--- config.mk ---
export PLATFORM = sky130hd
export DESIGN_NAME = quad_decoder
export DESIGN_NICKNAME = d
export VERILOG_FILES = /design/src/rtl/quad_decoder.sv
export SDC_FILE = /design/constraint.sdc
export NUM_CORES = 1
export LEC_CHECK = 0
export ABC_AREA = 0
export ABC_CLOCK_PERIOD_IN_PS = 2650
export CAP_MARGIN = 15
export CELL_PAD_IN_SITES_DETAIL_PLACEMENT = 1
export CELL_PAD_IN_SITES_GLOBAL_PLACEMENT = 1
export CORE_AREA = 2 2 58 60
export CTS_CLUSTER_SIZE = 28
export DETAILED_ROUTE_END_ITERATION = 12
export DIE_AREA = 0 0 60 62
export PLACE_DENSITY = 0.89
export SYNTH_ARGS = -nofsm -noshare
export SYNTH_HDL_FRONTEND = slang
export SYNTH_SLANG_ARGS = --single-unit
--- constraint.sdc ---
create_clock -name clk -period 2.65 [get_ports clk]
set_input_delay 0.265 -clock clk [delete_from_list [all_inputs] [get_ports clk]]
set_output_delay 0.265 -clock clk [all_outputs]
set_load 0.1 [all_outputs]
--- src/rtl/quad_decoder.sv ---
// -----------------------------------------------------------------------------
// quad_decoder
//
// Purpose:
//   Front end for a quadrature encoder that feeds the up/down counter. The two
//   raw encoder channels are synchronised, debounced, and decoded as a Gray
//   code. Each accepted legal edge produces one single-cycle control pulse
//   (x4 counting). An edge where both channels change at once is illegal. It
//   raises err for one cycle and bumps a saturating error counter, and it
//   does not produce a pulse.
//
// Ports:
//   clk        in   single clock, all state updates on its rising edge
//   rst        in   synchronous, active-high reset
//   enc_a      in   raw encoder channel A (asynchronous to clk)
//   enc_b      in   raw encoder channel B (asynchronous to clk)
//   enable     in   low forces control to 00; tracking keeps running
//   control    out  [1:0] 01 = INC, 10 = DEC, 00 = hold (registered pulse)
//   err        out  one-cycle pulse on an illegal transition
//   err_count  out  [7:0] illegal transition count, saturates at 255
//
// Parameters:
//   DEB_CYCLES  consecutive differing samples needed to accept a change
//               (1 .. 2^DEB_W-1)
//   DEB_W       width of each channel's debounce counter
// -----------------------------------------------------------------------------
module quad_decoder #(
  parameter int DEB_CYCLES = 16,
  parameter int DEB_W      = 5
) (
  input  logic       clk,
  input  logic       rst,
  input  logic       enc_a,
  input  logic       enc_b,
  input  logic       enable,
  output logic [1:0] control,
  output logic       err,
  output logic [7:0] err_count
);

  localparam logic [DEB_W-1:0] DEB_LAST  = DEB_W'(DEB_CYCLES - 1);
  localparam logic [DEB_W-1:0] DEB_ONE   = DEB_W'(1);
  localparam logic [DEB_W-1:0] DEB_ZERO  = '0;
  localparam logic [1:0]       INIT_LAST = 2'd2;
  localparam logic [1:0]       CTRL_HOLD = 2'b00;
  localparam logic [1:0]       CTRL_INC  = 2'b01;
  localparam logic [1:0]       CTRL_DEC  = 2'b10;
  localparam logic [7:0]       ERR_MAX   = 8'd255;

  typedef enum logic {
    StInit,
    StRun
  } stateType;

  logic             metaA_q, metaB_q;
  logic             syncA_q, syncB_q;
  logic             stableA_q, stableA_d;
  logic             stableB_q, stableB_d;
  logic [DEB_W-1:0] cntA_q, cntA_d;
  logic [DEB_W-1:0] cntB_q, cntB_d;
  logic [1:0]       prev_q, prev_d;
  stateType         state_q, state_d;
  logic [1:0]       initCnt_q, initCnt_d;
  logic [1:0]       control_q, control_d;
  logic             err_q, err_d;
  logic [7:0]       errCount_q, errCount_d;

  logic [1:0]       curAB;
  logic [1:0]       decCode;
  logic             illegal;

  // Successor of a {A,B} code when turning forward: 00 -> 01 -> 11 -> 10 -> 00.
  // A single-bit change that does not land on this successor is a reverse step.
  function automatic logic [1:0] fwdNext(input logic [1:0] ab);
    logic [1:0] nxt;
    case (ab)
      2'b00:   nxt = 2'b01;
      2'b01:   nxt = 2'b11;
      2'b11:   nxt = 2'b10;
      default: nxt = 2'b00;
    endcase
    return nxt;
  endfunction

  // Decode the step from the previously seen debounced code to the current one.
  // No change means hold. A change in both bits is illegal because the
  // direction cannot be known. Otherwise the step is compared with the
  // forward successor to pick INC or DEC.
  always_comb begin
    curAB   = {stableA_q, stableB_q};
    decCode = CTRL_HOLD;
    illegal = 1'b0;
    if ((prev_q ^ curAB) == 2'b11) begin
      illegal = 1'b1;
    end else if (prev_q != curAB) begin
      if (curAB == fwdNext(prev_q)) begin
        decCode = CTRL_INC;
      end else begin
        decCode = CTRL_DEC;
      end
    end
  end

  // Per-channel debouncers. A new level is accepted only after DEB_CYCLES
  // consecutive samples that differ from the accepted level. Any matching
  // sample in between restarts the count, so short glitches never reach the
  // decoder. During INIT the accepted levels track the synchronisers
  // directly. This lets an encoder parked on any detent come up silently.
  always_comb begin
    stableA_d = stableA_q;
    stableB_d = stableB_q;
    cntA_d    = cntA_q;
    cntB_d    = cntB_q;

    if (state_q == StInit) begin
      stableA_d = syncA_q;
      stableB_d = syncB_q;
      cntA_d    = DEB_ZERO;
      cntB_d    = DEB_ZERO;
    end else begin
      if (syncA_q == stableA_q) begin
        cntA_d = DEB_ZERO;
      end else if (cntA_q == DEB_LAST) begin
        stableA_d = syncA_q;
        cntA_d    = DEB_ZERO;
      end else begin
        cntA_d = cntA_q + DEB_ONE;
      end

      if (syncB_q == stableB_q) begin
        cntB_d = DEB_ZERO;
      end else if (cntB_q == DEB_LAST) begin
        stableB_d = syncB_q;
        cntB_d    = DEB_ZERO;
      end else begin
        cntB_d = cntB_q + DEB_ONE;
      end
    end
  end

  // Control FSM. INIT lasts three cycles after reset. That is long enough for
  // the two synchroniser stages and the debounced levels to settle on the real
  // encoder position, and no pulse is produced in that time. RUN registers one
  // decode per cycle. The enable input only masks control, so prev, err and
  // err_count keep advancing, and turning enable back on cannot replay an old
  // step.
  always_comb begin
    state_d    = state_q;
    initCnt_d  = initCnt_q;
    prev_d     = prev_q;
    control_d  = CTRL_HOLD;
    err_d      = 1'b0;
    errCount_d = errCount_q;

    case (state_q)
      StInit: begin
        prev_d = {syncA_q, syncB_q};
        if (initCnt_q == INIT_LAST) begin
          state_d   = StRun;
          initCnt_d = 2'd0;
        end else begin
          initCnt_d = initCnt_q + 2'd1;
        end
      end
      StRun: begin
        prev_d    = curAB;
        control_d = enable ? decCode : CTRL_HOLD;
        if (illegal) begin
          err_d = 1'b1;
          if (errCount_q != ERR_MAX) begin
            errCount_d = errCount_q + 8'd1;
          end
        end
      end
      default: begin
        state_d   = StInit;
        initCnt_d = 2'd0;
      end
    endcase
  end

  // All state registers, including the two-flop synchronisers. A synchronous
  // reset returns everything to INIT and discards any debounce progress.
  always_ff @(posedge clk) begin
    if (rst) begin
      metaA_q    <= 1'b0;
      metaB_q    <= 1'b0;
      syncA_q    <= 1'b0;
      syncB_q    <= 1'b0;
      stableA_q  <= 1'b0;
      stableB_q  <= 1'b0;
      cntA_q     <= DEB_ZERO;
      cntB_q     <= DEB_ZERO;
      prev_q     <= 2'b00;
      state_q    <= StInit;
      initCnt_q  <= 2'd0;
      control_q  <= CTRL_HOLD;
      err_q      <= 1'b0;
      errCount_q <= 8'd0;
    end else begin
      metaA_q    <= enc_a;
      metaB_q    <= enc_b;
      syncA_q    <= metaA_q;
      syncB_q    <= metaB_q;
      stableA_q  <= stableA_d;
      stableB_q  <= stableB_d;
      cntA_q     <= cntA_d;
      cntB_q     <= cntB_d;
      prev_q     <= prev_d;
      state_q    <= state_d;
      initCnt_q  <= initCnt_d;
      control_q  <= control_d;
      err_q      <= err_d;
      errCount_q <= errCount_d;
    end
  end

  assign control   = control_q;
  assign err       = err_q;
  assign err_count = errCount_q;

endmodule

======== Word-level counts from Yosys, hierarchy flattened ========
Cells that the tools add are included.
Widths: inputs -> output; s select.
word-level totals
  flip-flop bits (word level) ............. 32
  bits of input ports ..................... 5
  output and inout port bits .............. 11
  logic and storage cells ................. 61
cells by class
  add/sub/neg operators ................... 4
  equality and inequality tests ........... 15
  multiplexer cells ....................... 16
  bitwise gates (word level) .............. 4
  reductions and logical operators ........ 8
operators with widths
  kind                 count
  $add 5x1->5 const B  2
  $eq 5x4->1 const B   2
  $mux 1               10
  $add 8x1->8 const B  1
  $mux 2               4
  $ne 8x8->1 const B   1
  $reduce_or 4->1      2
  $eq 2x2->1 const B   3
  $pmux 2 s3           1
  $reduce_or 5->1      1
  $ne 2x1->1 const B   2
  $ne 2x2->1 const B   2
  $pmux 2 s2           1
  $reduce_and 2->1     2
  $not 1->1            3
  $reduce_and 3->1     1
  $add 2x1->2 const B  1
  $eq 1x1->1           2
  $eq 2x1->1 const B   1
  $eq 2x2->1           1
  $logic_not 2->1      1
  $ne 2x2->1           1
  $reduce_or 2->1      1
  $xor 2x2->2          1

======== Depth between registers and ports, before layout ========
Gate-level depths: netlist (run 1).
  word-level depth ........................ 6
  mapped depth ............................ 6
  gate-level depth less buffers ........... 6

======== Worst setup path after synthesis (run 1) ========
No wires, ideal clock.
  path type ............................... flip-flop to flip-flop
  start point ............................. reg errCount_q[0], in the netlist err_count[0]
  end point ............................... reg errCount_q[5], in the netlist err_count[5]
  library setup time ...................... 0.121 ns
  arrival time ............................ 2.130 ns
  required time ........................... 2.529 ns
  slack ................................... 0.399 ns
  stages on the path, launching flop included .. 6
  path buffers ............................ 0
  period minus slack after synthesis ...... 2.251 ns
  cell sequence ........................... dfxtp_1 -> ha_1 -> nand4_1 -> o2111ai_4 -> nor3_1 -> mux2_2
between the ends
  longest elaborated chain between the ends .. 2
  elaborated cells on any way between the ends .. 3
  those cells by class .................... 1 x add/sub; 1 x eq/ne; 1 x reduce/logical
ends and longest elaborated chain
  item                                                                 RTL line  source
  start: declaration                                                   66        logic [7:0] errCount_q, errCount_d;
  start signal: assignment                                             214       errCount_q <= errCount_d;
  parallel branches: the longest is 2 deep, another holds $add 8x1->8  --
Parallel ways; which one is timed is not known.
A chain may end at the register's enable or synchronous reset.

======== Worst setup path after layout (run 1) ========
Ends and elaborated chain as after synthesis.

==> results of run 1 <==
path summary, 6_finish.rpt:
check                                   end  slack [ns]
setup / recovery  err_count[5]$_SDFFE_PP0P_        1.01
hold / removal           syncA_q$_SDFF_PP0_        0.45
setup reg to reg  err_count[5]$_SDFFE_PP0P_        1.01
hold reg to reg          syncA_q$_SDFF_PP0_        0.45
through the flow:
stage	hold slack, ns	util [%]	cell area [um2]
5_1_grt	0.473	49.3	1570
3_3_place_gp	0.420	47.4	1510
2_1_floorplan	0.393	-	1350
6_report	0.447	49.3	1570
4_1_cts	0.455	49.3	1570
3_5_place_dp	0.433	47.4	1510
placed cells by master (no fill, tap or decap), drive strengths merged:
cell           netlist  routed
o2111ai              1       1
nand2                3       3
nor2b                6       6
mux2i                5       5
a31oi                1       1
a311oi               1       1
xnor2                5       5
o21a                 1       1
nand2b               3       3
clkbuf               0       8
o21ai                2       2
or3                  5       5
dfxtp               32      32
mux2                 1       1
nor2                25      25
nand3                7       7
ha                   5       5
inv                  8       8
a41o                 1       1
a21oi                6       6
buf                  5      12
nor3                 5       5
and3                 3       3
nand4                2       2
clkdlybuf4s50        0       4
nand3b               1       1
xor2                 6       6
power by group through the flow:
stage               registers [uW]  logic [uW]  clock network [uW]
floorplan                      513        43.4                   0
CTS                            510        51.3                 301
global route                   512        55.9                 326
detailed placement             522        50.9                   0
finish                         510        50.1                 288
global placement               520        47.2                   0
worst max-delay path, delay by kind of cell (launching register included):
| kind | cells | cell delay, ns |
|---|---|---|
| simple gates | 2 | 0.36 |
| flops | 1 | 0.37 |
| compound gates | 1 | 0.20 |
| fa+ha+maj | 1 | 0.25 |
| mux | 1 | 0.35 |
synth_stat cells, types with 2 or more instances:
cell type  instances
xor2_1             4
ha_1               5
nand3_1            7
nor3_1             5
nor2b_1            6
nand4_1            2
dfxtp_1           32
and3_1             2
xnor2_1            5
buf_4              2
nand2b_1           3
a21oi_1            6
nand2_1            3
inv_1              8
buf_2              3
nor2_1            25
or3_1              5
mux2i_1            5
o21ai_0            2
xor2_4             2
cell type report:
cell class | instances | share of cell area [%]
multi-input cells | 95 | 41.5
repair buffers | 16 | 8.31
inverters | 8 | 1.92
clock buffers | 8 | 3.75
flip-flops and latches | 32 | 40.9
well taps | 46 | 3.67
state kept, by name, indices dropped and copies added, names as in the netlist:
signal,cells
stableA_q,1
syncA_q,1
prev_q,2
err_count,8
syncB_q,1
metaA_q,1
control,2
metaB_q,1
cntB_q,5
stableB_q,1
state_q,1
cntA_q,5
initCnt_q,2
err,1
cell families after synthesis:
| kind of cell | after synthesis |
|---|---|
| AO/OA/AOI/OAI | 13 |
| buffers and inverters | 13 |
| XOR/XNOR | 11 |
| adder cells (fa/ha/maj) | 5 |
| multiplexers | 6 |
| flip-flops | 32 |
| AND/OR/NAND/NOR | 60 |
routing by layer:
| layer | global-route usage (%) | wire length, um | up-vias |
|---|---|---|---|
| li1 | - | - | 502 |
| met1 | 18.7 | 1090 | 480 |
| met2 | 27.5 | 1390 | 18 |
| met3 | 7.04 | 104 | 6 |
| met4 | 8.89 | 53 | 0 |
| met5 | 0 | 0 | - |
==> results.toml, run 1 <==
[timing]
clock.fmax_mhz = 610
slew_headroom_pct = 65.1
period_needed_ns = 1.64
tns_ns = 0
rsz0062_at_grt = "false"
hold_violations = 0
finalSetupViolCount = 0
worst_slew_pin_slew_ns = 0.524
clock_skew_ns = 0.0107
period_share_pct = 61.8
final_max_slew_viol_count = 0
fin_ws_ns = 1.01

[power_and_ir_drop]
p_total_uw = 848
p_comb_share_pct = 5.9
p_per_area_mw_per_mm2 = 541
p_leak_uw = 0.000604
p_clk_share_pct = 34.0
intPower_uw = 649
peakVddDrop_uv = 315
p_sw_uw = 199
power_frac_seq_pct = 60.1
switching_share_pct = 23.5

[grt]
track_usage_pct = 16.8
first_global_vias = 975
grt_pass1_wl_um = 4430
grt_max_degree = 23
antenna_found_initial = 0
gr-total-overflow = 0

[critical_path]
cp_slowest_cell = "dfxtp_1"
cp-start-kind = "flop"
worst-r2r-cell-count = 5
endpoint_kind = "flop"
rr_startpoint = "err_count[0]$_SDFFE_PP0P_"
crit_chain = "ha_1 > nand4_1 > o2111ai_4 > nor3_1 > mux2_2"
crit_type = "flop to flop"
cp.arrival_ns = 1.87
crit_path_start = "err_count[0]$_SDFFE_PP0P_"
crit_path_max_incr_delay_ns = 0.37
worstPathRequired_ns = 2.88
crit_path_max_fanout = 7

[place]
place_congestion = 0.843
hpwlAfterDp_um = 1960
dp_cells = 197
io_buffer_count = 15
preCtsSetupSlack_ns = 1.03

[synth]
synth_top_cell_by_area = "dfxtp_1"
synth-edff-count = 0
synthFlopType = "dfxtp_1"
netlist_area_mm2 = 0.00135
synth_top_family_by_area = "simple AND/OR/NAND/NOR gates"
async_flop_share_pct = 0
yosys-top-cells-area = "dfxtp_1 (47%), nor2_1 (7.0%), ha_1 (4.6%)"
synth.distinct_cells = 28
synth_cells = 140
seq_area_frac_synth_pct = 47.5
synth_compound_area_share_pct = 7.32
syn_avg_cell_area_um2 = 9.64
synth_fp_nets = 150
yosys.area_share.adder_pct = 4.63
synth_mux_area_share_pct = 4.54
yosys.area_share.simple_pct = 21.7
synthXorXnorAreaFrac_pct = 9.92
ys_warn_count = 0
yosysTopAreaCellShare_pct = 47.5
ys_seq_elements = 32

[routing]
via_per_inst = 4.91
vias = 1006
routed_wl_um = 2630
drt-initial-drc-count = 75
drcViolationCount = 0
drtAntennaViolNets = 0
first_pass_iters = 4
routedWlPerCell_um = 12.8

[die]
core_area_mm2 = 0.00318
num_rows = 21
dieArea_mm2 = 0.00372
die_h_um = 62
die_w_um = 60
io_pins = 16
initial_utilization_pct = 42.5

[final_layout]
fin_nets = 168
register_area_um2 = 641
layout.cells.non_filler = 205
syn_to_final_growth_pct = 16.0
multi_input_area_um2 = 649
antenna_cells = 0
fill_cells = 360
drive_above_1_share_pct = 14.5

[clock_tree]
clk_pin_slew_ns = 0.10
numCtsBuffers = 5
clock_path_buffers = 2
cts.repair.resized = 0
cts.sinks = 32
clk_latency_ns = 0.33
cts_tree = "done"
clockRootBuffer = "clkbuf_4"
hold_buffers = 0
postCtsSetupBuffers = 0
htree_levels = 2

[flow_run]
cap_viol_max_count = 0

[min_path]
hold_depth = 1
min_from = "metaA_q$_SDFF_PP0_"
hp-class = "flop to flop"

[run_status]
outcome = "completed"
Note: power is estimated with default switching activity, not from simulation.
==> run 2, diff against run 1 <==
ABC_CLOCK_PERIOD_IN_PS = 1460   (was 2650)
CORE_AREA = 2 2 64 66   (was 2 2 58 60)
DIE_AREA = 0 0 66 68   (was 0 0 60 62)
PLACE_DENSITY = 0.78   (was 0.89)
clock period = 1.46 ns   (was 2.65 ns; I/O delays follow)
==> run 2 against run 1 <==
Net effect:
- the flow now finishes with violations (setup timing)
- routed wire length rose by 31%
- maximum frequency increased by 9.2%
- register-to-register slack lost 1.1 ns
- flip-flop and latch count stayed put
- via count up 6.2%
- sequential power increased by 77%
- global-route usage down 0.71 points
- critical path type unchanged
- critical endpoint is now cntB_q[1]$_SDFF_PP0_
==> results.toml, run 2 (synthesis results as in run 1) <==
[run_status]
outcome = "finished with violations"
violations = "setup timing"

[die]
die_h_um = 68
dieArea_mm2 = 0.00449
io_pins = 16
initial_utilization_pct = 35.0
core_area_mm2 = 0.00386
die_w_um = 66
num_rows = 23

[place]
hpwlAfterDp_um = 2400
dp_cells = 211
post_dp_cell_area_mm2 = 0.00177
place_congestion = 0.777
io_buffer_count = 15

[final_layout]
largest_reg_flops = 8
multi_input_area_um2 = 741
drive_above_1_share_pct = 38.6
register_area_um2 = 678
final_cell_mix = "nor2_1 (18), dfxtp_1 (18), buf_4 (12)"
syn_to_final_growth_pct = 47.7
fin_area_mm2 = 0.00199
fin_nets = 180
layout.cells.non_filler = 221
fill_cells = 429
antenna_cells = 0
post-route-util_pct = 51.7

[critical_path]
path_buf_inv = 0
worstPathRequired_ns = 1.68
cp.arrival_ns = 1.72
path_delay_family = "simple AND/OR/NAND/NOR gates"
crit_path_max_incr_delay_ns = 0.44
crit_type = "flop to flop"
crit_chain = "ha_4 > and3_4 > ha_4 > or3_4 > nor2_1"
cp-start-kind = "flop"
crit_path_max_fanout = 5
worst_path_most_repeated_cell = "ha_4"
endpoint_kind = "flop"
cp_slowest_cell = "or3_4"

[clock_tree]
clk_latency_ns = 0.29
clock_path_buffers = 2
numCtsBuffers = 5
cts_tree = "done"
cts.sinks = 32
htree_levels = 2
clk_pin_slew_ns = 0.08
clockRootBuffer = "clkbuf_8"

[timing]
rsz0062_at_grt = "true"
final_max_slew_viol_count = 0
clock_skew_ns = 0.0112
worst_slew_pin_slew_ns = 0.345
period_needed_ns = 1.50
slew_headroom_pct = 76.9
period_share_pct = 103
clock.fmax_mhz = 666
hold_violations = 0
whs_ns = 0.417
finalSetupViolCount = 5
fin_ws_ns = -0.0411

[grt]
grt_max_degree = 23
first_global_vias = 1096
grt_pass1_wl_um = 5200
antenna_found_initial = 0
track_usage_pct = 16.1
gr-total-overflow = 0

[power_and_ir_drop]
p_leak_uw = 0.000730
p_per_area_mw_per_mm2 = 950
peakVddDrop_uv = 572

[routing]
drcViolationCount = 0
routed_wl_um = 3460
first_pass_iters = 4
vias = 1068
drt-initial-drc-count = 37
via_per_inst = 4.83
drtAntennaViolNets = 0
routedWlPerCell_um = 15.6

[min_path]
hp-class = "primary input to flop"

[flow_run]
cap_viol_max_count = 0
-- run 2: worst paths after layout --
| path | startpoint | end | slack, ns | cells after the start |
|---|---|---|---|---|
| worst max-delay path | cntB_q[1]$_SDFF_PP0_ | cntB_q[1]$_SDFF_PP0_ | -0.04 | 5 |
| worst min-delay path | enc_b | metaB_q$_SDFF_PP0_ | 0.42 | 2 |
| worst max register to register | cntB_q[1]$_SDFF_PP0_ | cntB_q[1]$_SDFF_PP0_ | -0.04 | 5 |
| worst min register to register | metaA_q$_SDFF_PP0_ | syncA_q$_SDFF_PP0_ | 0.44 | 1 |
-- run 2: repair_timing --
action,in CTS,in global routing
endpoints found under the setup margin,14,16
hold buffers,0,0
resized for setup,11,14
buffers inserted,1,1
pin swaps,3,9
-- run 2: where the power goes --
group	total [uW]	leakage (uW)	switching [uW]	internal, uW
Sequential	903	0.000269	22.5	880
Clock	876	0.0000627	343	533
Combinational	116	0.000398	60.1	55.5
Total	1890	0.000730	425	1470
-- run 2: final cells by class --
cell class / instances / share of cell area [%]
well taps: 50 / 3.14
repair buffers: 28 / 18.1
inverters: 8 / 1.51
multi-input cells: 95 / 37.1
flip-flops and latches: 32 / 34.0
clock buffers: 8 / 6.09
-- run 2: worst register-to-register path, cell delays in order (launching register included) --
cell	delay, ns
dfxtp_2	0.35
ha_4	0.16
and3_4	0.18
ha_4	0.16
or3_4	0.44
nor2_1	0.14
-- run 2: metrics by stage --
| stage | setup slack [ns] | total power (uW) | setup TNS, ns |
|---|---|---|---|
| after global placement | 0.0210 | 1020 | 0 |
| after floorplan | -0.128 | 996 | -0.217 |
| after CTS | -0.0106 | 1900 | -0.0146 |
| after global routing | -0.110 | 1960 | -0.528 |
| final | -0.0411 | 1890 | -0.0802 |
| after detailed placement | -0.121 | 1030 | -0.661 |
-- run 2: routing by layer --
layer / part of all wire, % / GRT usage (%) / vias up
met4: 1.3 / 6.89 / 0
met3: 3.6 / 4.44 / 6
li1: - / - / 522
met2: 58 / 30.6 / 17
met5: 0 / 0 / -
met1: 37 / 16.6 / 523
==> run 3, diff against run 2 <==
CTS_CLUSTER_SIZE = 10   (was 28)
==> results of run 3 <==
No change in the layout: final DEF, timing and power equal those of run 2.
